`config.mk`:
```
export PLATFORM = sky130hd
export DESIGN_NAME = rom_mapper_detect
export DESIGN_NICKNAME = d
export VERILOG_FILES = /design/src/rtl/rom_mapper_detect.sv
export SDC_FILE = /design/constraint.sdc
export NUM_CORES = 1
export LEC_CHECK = 0
export CAP_MARGIN = 0
export CORE_AREA = 5 5 120 122
export DETAILED_ROUTE_END_ITERATION = 10
export DIE_AREA = 0 0 125 127
export PLACE_DENSITY = 0.73
export RECOVER_POWER = 100
export REMOVE_ABC_BUFFERS = 1
export SYNTH_ARGS = -nofsm -noshare
export SYNTH_HDL_FRONTEND = slang
export SYNTH_SLANG_ARGS = --single-unit
```
`constraint.sdc`:
```
create_clock -name clk -period 10.2 [get_ports clk]
set_clock_uncertainty 0.05 [all_clocks]
set_input_delay 1.53 -clock clk [delete_from_list [all_inputs] [get_ports clk]]
set_output_delay 1.53 -clock clk [all_outputs]
set_load 0.02 [all_outputs]
```
`src/rtl/rom_mapper_detect.sv`:
```
// MSX cartridge mapper detector: sizes the streamed image and votes on bank-switch write addresses; ROM_HEADER_CHECK_EN adds an "AB" header check.
// Latency: result registered in DECIDE; loaded rises 2 cycles after ioctl_download falls.
// Backpressure: none; every ioctl_wr byte is consumed in the cycle it is strobed.
module rom_mapper_detect #(
  parameter int VOTE_W = 12
) (
  input  logic        clk,
  input  logic        reset,
  input  logic        ioctl_download,
  input  logic        ioctl_wr,
  input  logic [24:0] ioctl_addr,
  input  logic [7:0]  ioctl_dout,
  output logic [24:0] rom_size,
  output logic [5:0]  rom_mapper,
  output logic        loaded,
  output logic        busy
);

  typedef enum logic [5:0] {
    MAPPER_NO_UNKNOWN = 6'd0,
    MAPPER_ASCII8     = 6'd1,
    MAPPER_ASCII16    = 6'd2,
    MAPPER_KONAMI     = 6'd3,
    MAPPER_KONAMI_SCC = 6'd4,
    MAPPER_LINEAR     = 6'd5
  } mapper_typ_t;

  typedef enum logic [1:0] {IDLE, SCAN, DECIDE, DONE} state_t;
  typedef enum logic [1:0] {P0, P1, P2} pat_t;

  localparam int V_SCC = 0;
  localparam int V_KON = 1;
  localparam int V_A8  = 2;
  localparam int V_A16 = 3;
  localparam logic [VOTE_W-1:0] VOTE_MAX = '1;

  state_t            state, state_nx;
  pat_t              pat, pat_base;
  logic              dl_q;
  logic              dl_rise;
  logic              byte_en;
  logic [7:0]        addr_lo;
  logic [VOTE_W-1:0] votes [4];
  logic [VOTE_W-1:0] vote_base [4];
  logic [3:0]        vote_inc;
  logic [24:0]       size_base;
  logic [24:0]       addr_p1;
  logic [VOTE_W-1:0] best_v;
  mapper_typ_t       best_map;
  mapper_typ_t       decide_map;
  mapper_typ_t       map_q;
`ifdef ROM_HEADER_CHECK_EN
  logic              hdr_lo_ok;
  logic              hdr_hi_ok;
`endif

  assign dl_rise = ioctl_download & ~dl_q;
  // The byte strobed on the rising edge already belongs to the new image.
  assign byte_en = ioctl_wr & ioctl_download & (dl_rise | (state == SCAN));
  assign addr_p1 = ioctl_addr + 25'd1;
  assign rom_mapper = map_q;

  always_ff @(posedge clk) begin
    if (reset) state <= IDLE;
    else       state <= state_nx;
  end

  always_comb begin
    state_nx = state;
    if (dl_rise) begin
      state_nx = SCAN;
    end else begin
      case (state)
        SCAN:    if (!ioctl_download) state_nx = DECIDE;
        DECIDE:  state_nx = DONE;
        default: state_nx = state;
      endcase
    end
  end

  always_comb begin
    busy   = (state == SCAN) || (state == DECIDE);
    loaded = (state == DONE) && (rom_size != '0);
  end

  // A rising edge restarts everything, so the first byte works from cleared state.
  always_comb begin
    pat_base  = dl_rise ? P0 : pat;
    size_base = dl_rise ? '0 : rom_size;
    for (int i = 0; i < 4; i++) vote_base[i] = dl_rise ? '0 : votes[i];
  end

  always_comb begin
    vote_inc = 4'b0000;
    if (byte_en && (pat_base == P2)) begin
      case ({ioctl_dout, addr_lo})
        16'h5000, 16'h9000, 16'hB000: vote_inc = 4'b0001;
        16'h8000, 16'hA000:           vote_inc = 4'b0010;
        16'h6800, 16'h7800:           vote_inc = 4'b0100;
        16'h6000:                     vote_inc = 4'b1100;
        16'h7000:                     vote_inc = 4'b1101;
        16'h77FF:                     vote_inc = 4'b1000;
        default:                      vote_inc = 4'b0000;
      endcase
    end
  end

  // Strict '>' keeps the earlier candidate on ties: SCC > KONAMI > ASCII8 > ASCII16.
  always_comb begin
    best_map = MAPPER_KONAMI_SCC;
    best_v   = votes[V_SCC];
    if (votes[V_KON] > best_v) begin best_map = MAPPER_KONAMI;  best_v = votes[V_KON]; end
    if (votes[V_A8]  > best_v) begin best_map = MAPPER_ASCII8;  best_v = votes[V_A8];  end
    if (votes[V_A16] > best_v) begin best_map = MAPPER_ASCII16; best_v = votes[V_A16]; end
    if (rom_size == '0)             decide_map = MAPPER_NO_UNKNOWN;
    else if (rom_size <= 25'd65536) decide_map = MAPPER_LINEAR;
    else if (best_v == '0)          decide_map = MAPPER_NO_UNKNOWN;
    else                            decide_map = best_map;
`ifdef ROM_HEADER_CHECK_EN
    if (!(hdr_lo_ok && hdr_hi_ok)) decide_map = MAPPER_NO_UNKNOWN;
`endif
  end

  // dl_q follows the pin during reset so a download held high across reset is not a new edge.
  always_ff @(posedge clk) begin
    if (reset) begin
      dl_q     <= ioctl_download;
      pat      <= P0;
      addr_lo  <= '0;
      rom_size <= '0;
      map_q    <= MAPPER_NO_UNKNOWN;
      for (int i = 0; i < 4; i++) votes[i] <= '0;
    end else begin
      dl_q     <= ioctl_download;
      pat      <= pat_base;
      rom_size <= size_base;
      if (byte_en) begin
        if (addr_p1 > size_base) rom_size <= addr_p1;
        case (pat_base)
          P0:      if (ioctl_dout == 8'h32) pat <= P1;
          P1:      begin addr_lo <= ioctl_dout; pat <= P2; end
          default: pat <= P0;
        endcase
      end
      for (int i = 0; i < 4; i++) begin
        if (vote_inc[i] && (vote_base[i] != VOTE_MAX)) votes[i] <= vote_base[i] + 1'b1;
        else                                           votes[i] <= vote_base[i];
      end
      if (dl_rise)                map_q <= MAPPER_NO_UNKNOWN;
      else if (state == DECIDE)   map_q <= decide_map;
    end
  end

`ifdef ROM_HEADER_CHECK_EN
  always_ff @(posedge clk) begin
    if (reset || dl_rise) begin
      hdr_lo_ok <= 1'b0;
      hdr_hi_ok <= 1'b0;
    end
    if (!reset && byte_en) begin
      if (ioctl_addr == 25'd0) hdr_lo_ok <= (ioctl_dout == 8'h41);
      if (ioctl_addr == 25'd1) hdr_hi_ok <= (ioctl_dout == 8'h42);
    end
  end
`endif

endmodule
```
Word level (Yosys, flattened, before mapping)
Memory sizes are Yosys's and may differ from the RTL's.
Index checks and enable logic that the tools add are counted.
{"block": "op_classes", "n_mux": 59, "order_cmp": 5, "n_eq_ne": 22, "add_sub_neg": 5, "bitwise_logic": 13, "reduce_logical": 20}
{"operator": "2-to-1 mux 12 bit", "count": 15}
{"operator": "== test 16 x 15 -> 1 bit, second input constant", "count": 6}
{"operator": "2-to-1 mux 25 bit", "count": 3}
{"operator": "== test 16 bit, second input constant", "count": 4}
{"operator": "adder 12 x 1 -> 12 bit, second input constant", "count": 4}
{"operator": "inequality test 12 bit, second input constant", "count": 4}
{"operator": "greater-than comparator 12 bit", "count": 3}
{"operator": "2-to-1 mux 6 bit", "count": 5}
{"operator": "2-to-1 mux 1 bit", "count": 27}
{"operator": "adder 25 x 1 -> 25 bit, second input constant", "count": 1}
{"operator": "greater-than comparator 25 bit", "count": 1}
{"operator": "<= comparator 25 x 17 -> 1 bit, second input constant", "count": 1}
{"operator": "zero test 25 bit", "count": 1}
{"operator": "nonzero test 25 bit", "count": 1}
{"operator": "one-hot mux 4 bit (6 select lines)", "count": 1}
{"operator": "zero test 12 bit", "count": 1}
{"operator": "OR 1 bit", "count": 9}
{"operator": "== test 8 x 6 -> 1 bit, second input constant", "count": 1}
{"operator": "2-to-1 mux 2 bit", "count": 4}
{"operator": "one-hot mux 2 bit (2 select lines)", "count": 2}
{"operator": "== test 2 bit, second input constant", "count": 3}
{"operator": "logical AND 1 bit", "count": 6}
{"operator": "AND reduction 2 bit", "count": 3}
{"operator": "OR reduction 2 bit", "count": 3}
{"operator": "other kinds (12)", "count": 15}
{"block": "totals", "memories": 1, "inputBits": 37, "wordCells": 132, "reg_bits": 44, "ramBits": 48, "out_inout_bits": 33}
{"memory": "votes", "depth": 4, "word_bits": 12, "read_ports": 4, "rd_ports_with_merged_regs": 0, "wr": 4, "line": "43", "text": "logic [VOTE_W-1:0] votes [4];"}

Longest topological paths before layout
{"block": "depth", "depth_word": 12, "depth_mapped": 22}

Least setup slack after synthesis
OpenSTA, ideal clock, no wires.
{"block": "synth_timing", "path_kind": "reg-to-reg", "from": "mem votes[1][11]", "to": "reg map_q[0] (netlist: rom_mapper[0])", "arrival_ps": 4975, "setup_slack_ps": 5100, "path_stages_with_launch": 22, "path_cell_list": "edfxtp_1 ha_1 a21oi_1 o21ai_0 a2111oi_1 a21oi_1 buf_2 mux2i_1 ha_1 a21oi_1 o21ai_0 a2111oi_0 a21oi_1 buf_2 mux2_2 ha_1 nor2b_1 o211ai_1 a21boi_0 o41ai_1 nand4_1 o22ai_1"}
{"element": "from (decl)", "line": "43"}
{"element": "to (signal assigned)", "line": "150", "text": "else if (state == DECIDE) map_q <= decide_map;"}
{"element": "to (decl)", "line": "51", "text": "mapper_typ_t map_q;"}

Worst setup path in the final report
{"block": "layout_timing", "from": "in ioctl_download", "to": "reg rom_size[4]"}
{"block": "layout_between", "elab_chain_cells": 5, "word_cells_on_any_way": 8, "classes_between": "1 x order compare; 3 x mux; 4 x bitwise"}
{"element": "from (decl)", "line": "9", "text": "input logic ioctl_download,"}
{"element": "AND 1 bit", "line": "57", "text": "assign dl_rise = ioctl_download & ~dl_q;"}
{"element": "2-to-1 mux 25 bit", "line": "89", "text": "size_base = dl_rise ? '0 : rom_size;"}
{"element": "greater-than comparator 25 bit", "line": "138", "text": "if (addr_p1 > size_base) rom_size <= addr_p1;"}
{"element": "2-to-1 mux 25 bit", "line": "138"}
{"element": "2-to-1 mux 25 bit *", "line": "137", "text": "if (byte_en) begin"}
{"element": "to (signal assigned)", "line": "136", "text": "rom_size <= size_base;"}
{"element": "to (signal assigned)", "line": "138"}
{"element": "to (decl)", "line": "13", "text": "output logic [24:0] rom_size,"}
Mark *: on every way between the ends. The rest lies on a longest branch, timed or not.
A chain may end at the register's enable or synchronous reset.

==> results.toml <==
[critical_path]
critPathKind = "primary input to register"
critPathMaxStageDelay_ns = 1.86
crit_path_frequent_cell = "o21ai_0"
r2r_setup_slack_ns = 3.67
arrival_ns = 7.89
crit_chain = "dlygate4sd3_1 > nand2b_2 > clkbuf_1 > nand2_1 > ha_1 > a21oi_1 > o21ai_0 > a2111oi_0 > and3b_1 > or2_0 > o21ai_0"
reg2reg_to = "rom_mapper[0]$_SDFFE_PP0P_"
slowest_stage = "clkbuf_1"
cp_top_family = "buffers and inverters"
crit_required_ns = 10.31
end_kind = "register"
critPathLaunchType = "primary input"
path_buf_inv = 2
reg2reg_from = "votes[1][11]$_SDFFCE_PN0P_"
critPathMaxFanout = 55
critPathLaunch = "ioctl_download"
reg2regPathDepth = 21

[run_status]
failed_checks = "capacitance limit, slew limit"
status = "finished, violations left"

[logic_synthesis]
syn_inst = 825
ys_warn_count = 0
ys_seq_elements = 89
yosys.area_share.simple = 0.254
ys.flop_type = "edfxtp_1"
yosysTopAreaCell = "edfxtp_1"
synthTopCellsByArea = "edfxtp_1, ha_1, dfxtp_1"
synth_top_family_by_area = "simple AND/OR/NAND/NOR gates"
synth_top_cell_area_share = 0.202
async_flop_share = 0
synthAdderAreaFrac = 0.121
syn_avg_cell_area_um2 = 8.65
synth_mux_area_frac = 0.0570
netlist-cell-type-count = 63
seq_area_frac_synth = 0.317
syn_area_mm2 = 0.00713
synth-edff-count = 48
synthXorXnorAreaFrac = 0.0688
synth_compound_area_frac = 0.136

[drt]
vias = 6733
viasPerCell = 6.10
ant_nets = 0
wl_per_cell_um = 17.9
drt_iter0_drc = 604
drc = 0
dr.pass1.iters = 7
wl_mm = 19.7

[pwr]
leakage_nw = 3.22
power_density_mw_per_mm2 = 122
ir_worst_vdd_v = 0.0000804
p_total_w = 0.00102

[final_layout]
final_nets = 1029
syn_to_final_growth_pct = 17.2
fin_util = 0.639
antenna_cells = 0
drive_gt1_frac = 0.0485
filler_cell_count = 1112
finalInstanceArea_mm2 = 0.00836

[timing]
finalHoldViolations = 0
tns_ns = 0
worstMarginPinSlew_ns = 2.63
fin_hold_ws_ns = 0.454
fin_crit_ns = 7.78
relSlewSlack = -0.757
drv_slew = 84
fin_crit_sh = 0.763
rsz0062_at_grt = "no"
fmax_mhz = 129
setup-violations-final = 0

[clock_network]
cts_tree = "done"
cts_root_buffer = "clkbuf_16"
cts.reportedPaths.clkPinSlew_ns = 0.06
cts_inserted_buffers = 9
htree_levels = 3
ctsResizeCount = 0
cts.sinks = 89
clock_path_buffers = 2
cts_setup_buffers = 0
hold_buffers = 0
clk_latency_ns = 0.35

[global_route]
grt_pass1_wl_mm = 32.6
antenna_found_initial = 0
track_usage = 0.248
grt_pass1_vias = 6686
grt_max_degree = 56
grt_overflow = 0

[floorplan]
fp.dieW_um = 125
dieArea_mm2 = 0.0159
start_util = 0.545
rows = 42
core_mm2 = 0.0131
io-pin-count = 70
dieHeight_um = 127

[flow_run]
cap_violations = 2

[place]
place_area_mm2 = 0.00810
place_congestion = 0.906
portBuffers = 66
dp_hpwl_mm = 14.8

[worst_hold_path]
holdPathEnd = "state[1]$_SDFFE_PP0P_"
min_from = "state[1]$_SDFFE_PP0P_"
whs_path_depth = 2
hold_path.class = "register to register"
-- logic make-up after synthesis --
group,Yosys count
other cells,2
compound gates,146
mux,39
flops,89
buf+inv,79
fa+ha+maj,69
simple gates,345
xor+xnor,56
-- state kept, by name (all words and copies together), names as in the netlist --
signal and cells:
addr_lo 8, dl_q 1, pat 2, rom_mapper 3
rom_size 25, state 2, votes 48
-- layout make-up --
class                           instances  area (µm²)  share of cell area
Multi-Input combinational cell        706        4720               0.564
Sequential cell                        89        2260               0.271
Clock buffer                           12         258              0.0308
Inverter                               43         161              0.0193
Tap cell                              176         220              0.0263
Clock inverter                          4        50.0             0.00599
Timing Repair Buffer                   74         693              0.0829
-- metrics by stage --
| step | cells | setup slack (ns) |
|---|---|---|
| final | 1104 | 2.42 |
| after global routing | 1104 | 1.99 |
| after CTS | 1104 | 4.22 |
| after detailed placement | 1088 | 3.88 |
| after global placement | 1088 | 4.03 |
| after floorplan | 838 | 4.44 |
-- where the power goes --
group	leakage (nW)	internal, W	total, W	switching [W]
clock	0.146	0.000205	0.000350	0.000145
combinational	2.25	0.000104	0.000245	0.000141
sequential	0.825	0.000396	0.000422	0.0000253
total	3.22	0.000706	0.00102	0.000311
-- routing by layer --
| metal | global-route usage | wire length, µm |
|---|---|---|
| met5 | 0 | 0 |
| met4 | 0.108 | 749 |
| met3 | 0.0417 | 1160 |
| met2 | 0.423 | 9590 |
| met1 | 0.312 | 8220 |
-- layout by cell type (no fill, tap or decap), drive strengths merged, types with 6 or more instances in the layout --
cell,count
xnor2,36
dfxtp,41
or3,9
dlygate4sd3,31
a21o,6
clkbuf,18
and4,13
a21oi,42
nor3,27
edfxtp,48
nand2,87
ha,69
nand3,37
o21ai,31
nand4,31
inv,44
mux2i,26
mux2,13
o31ai,6
a31o,7
clkdlybuf4s50,34
o211ai,25
a2111oi,6
nor4,28
conb,51
a211oi,6
nor2,68
xor2,20
and3,13
and2,7
-- synth_stat cells, types with 26 or more instances --
cell      instances
nor4_1           27
dfxtp_1          41
ha_1             69
nor2_1           68
o21ai_0          31
mux2i_1          26
inv_1            43
xnor2_1          36
edfxtp_1         48
nand3_1          36
nand2_1          87
nand4_1          31
a21oi_1          41
-- worst max-delay path by stage --
stage,depth (start not counted),to,slack [ns]
floorplan,19,rom_mapper[0]$_SDFFE_PP0P_,4.44
global placement,12,rom_size[13]$_SDFF_PP0_,4.03
detailed placement,12,rom_size[2]$_SDFF_PP0_,3.88
CTS,12,rom_size[4]$_SDFF_PP0_,4.22
global route,11,rom_size[4]$_SDFF_PP0_,1.99
finish,11,rom_size[4]$_SDFF_PP0_,2.42
-- worst register-to-register path, delay by kind of cell, from the launching register on --
family	cells	cell delay, ns
AOI/OAI and AO/OA	11	2.95
adders and majority gates	3	1.03
buffers and inverters	2	0.84
muxes	2	0.68
DFF	1	0.50
and+or+nand+nor	3	0.37
Note: power is estimated with default switching activity, not from simulation.
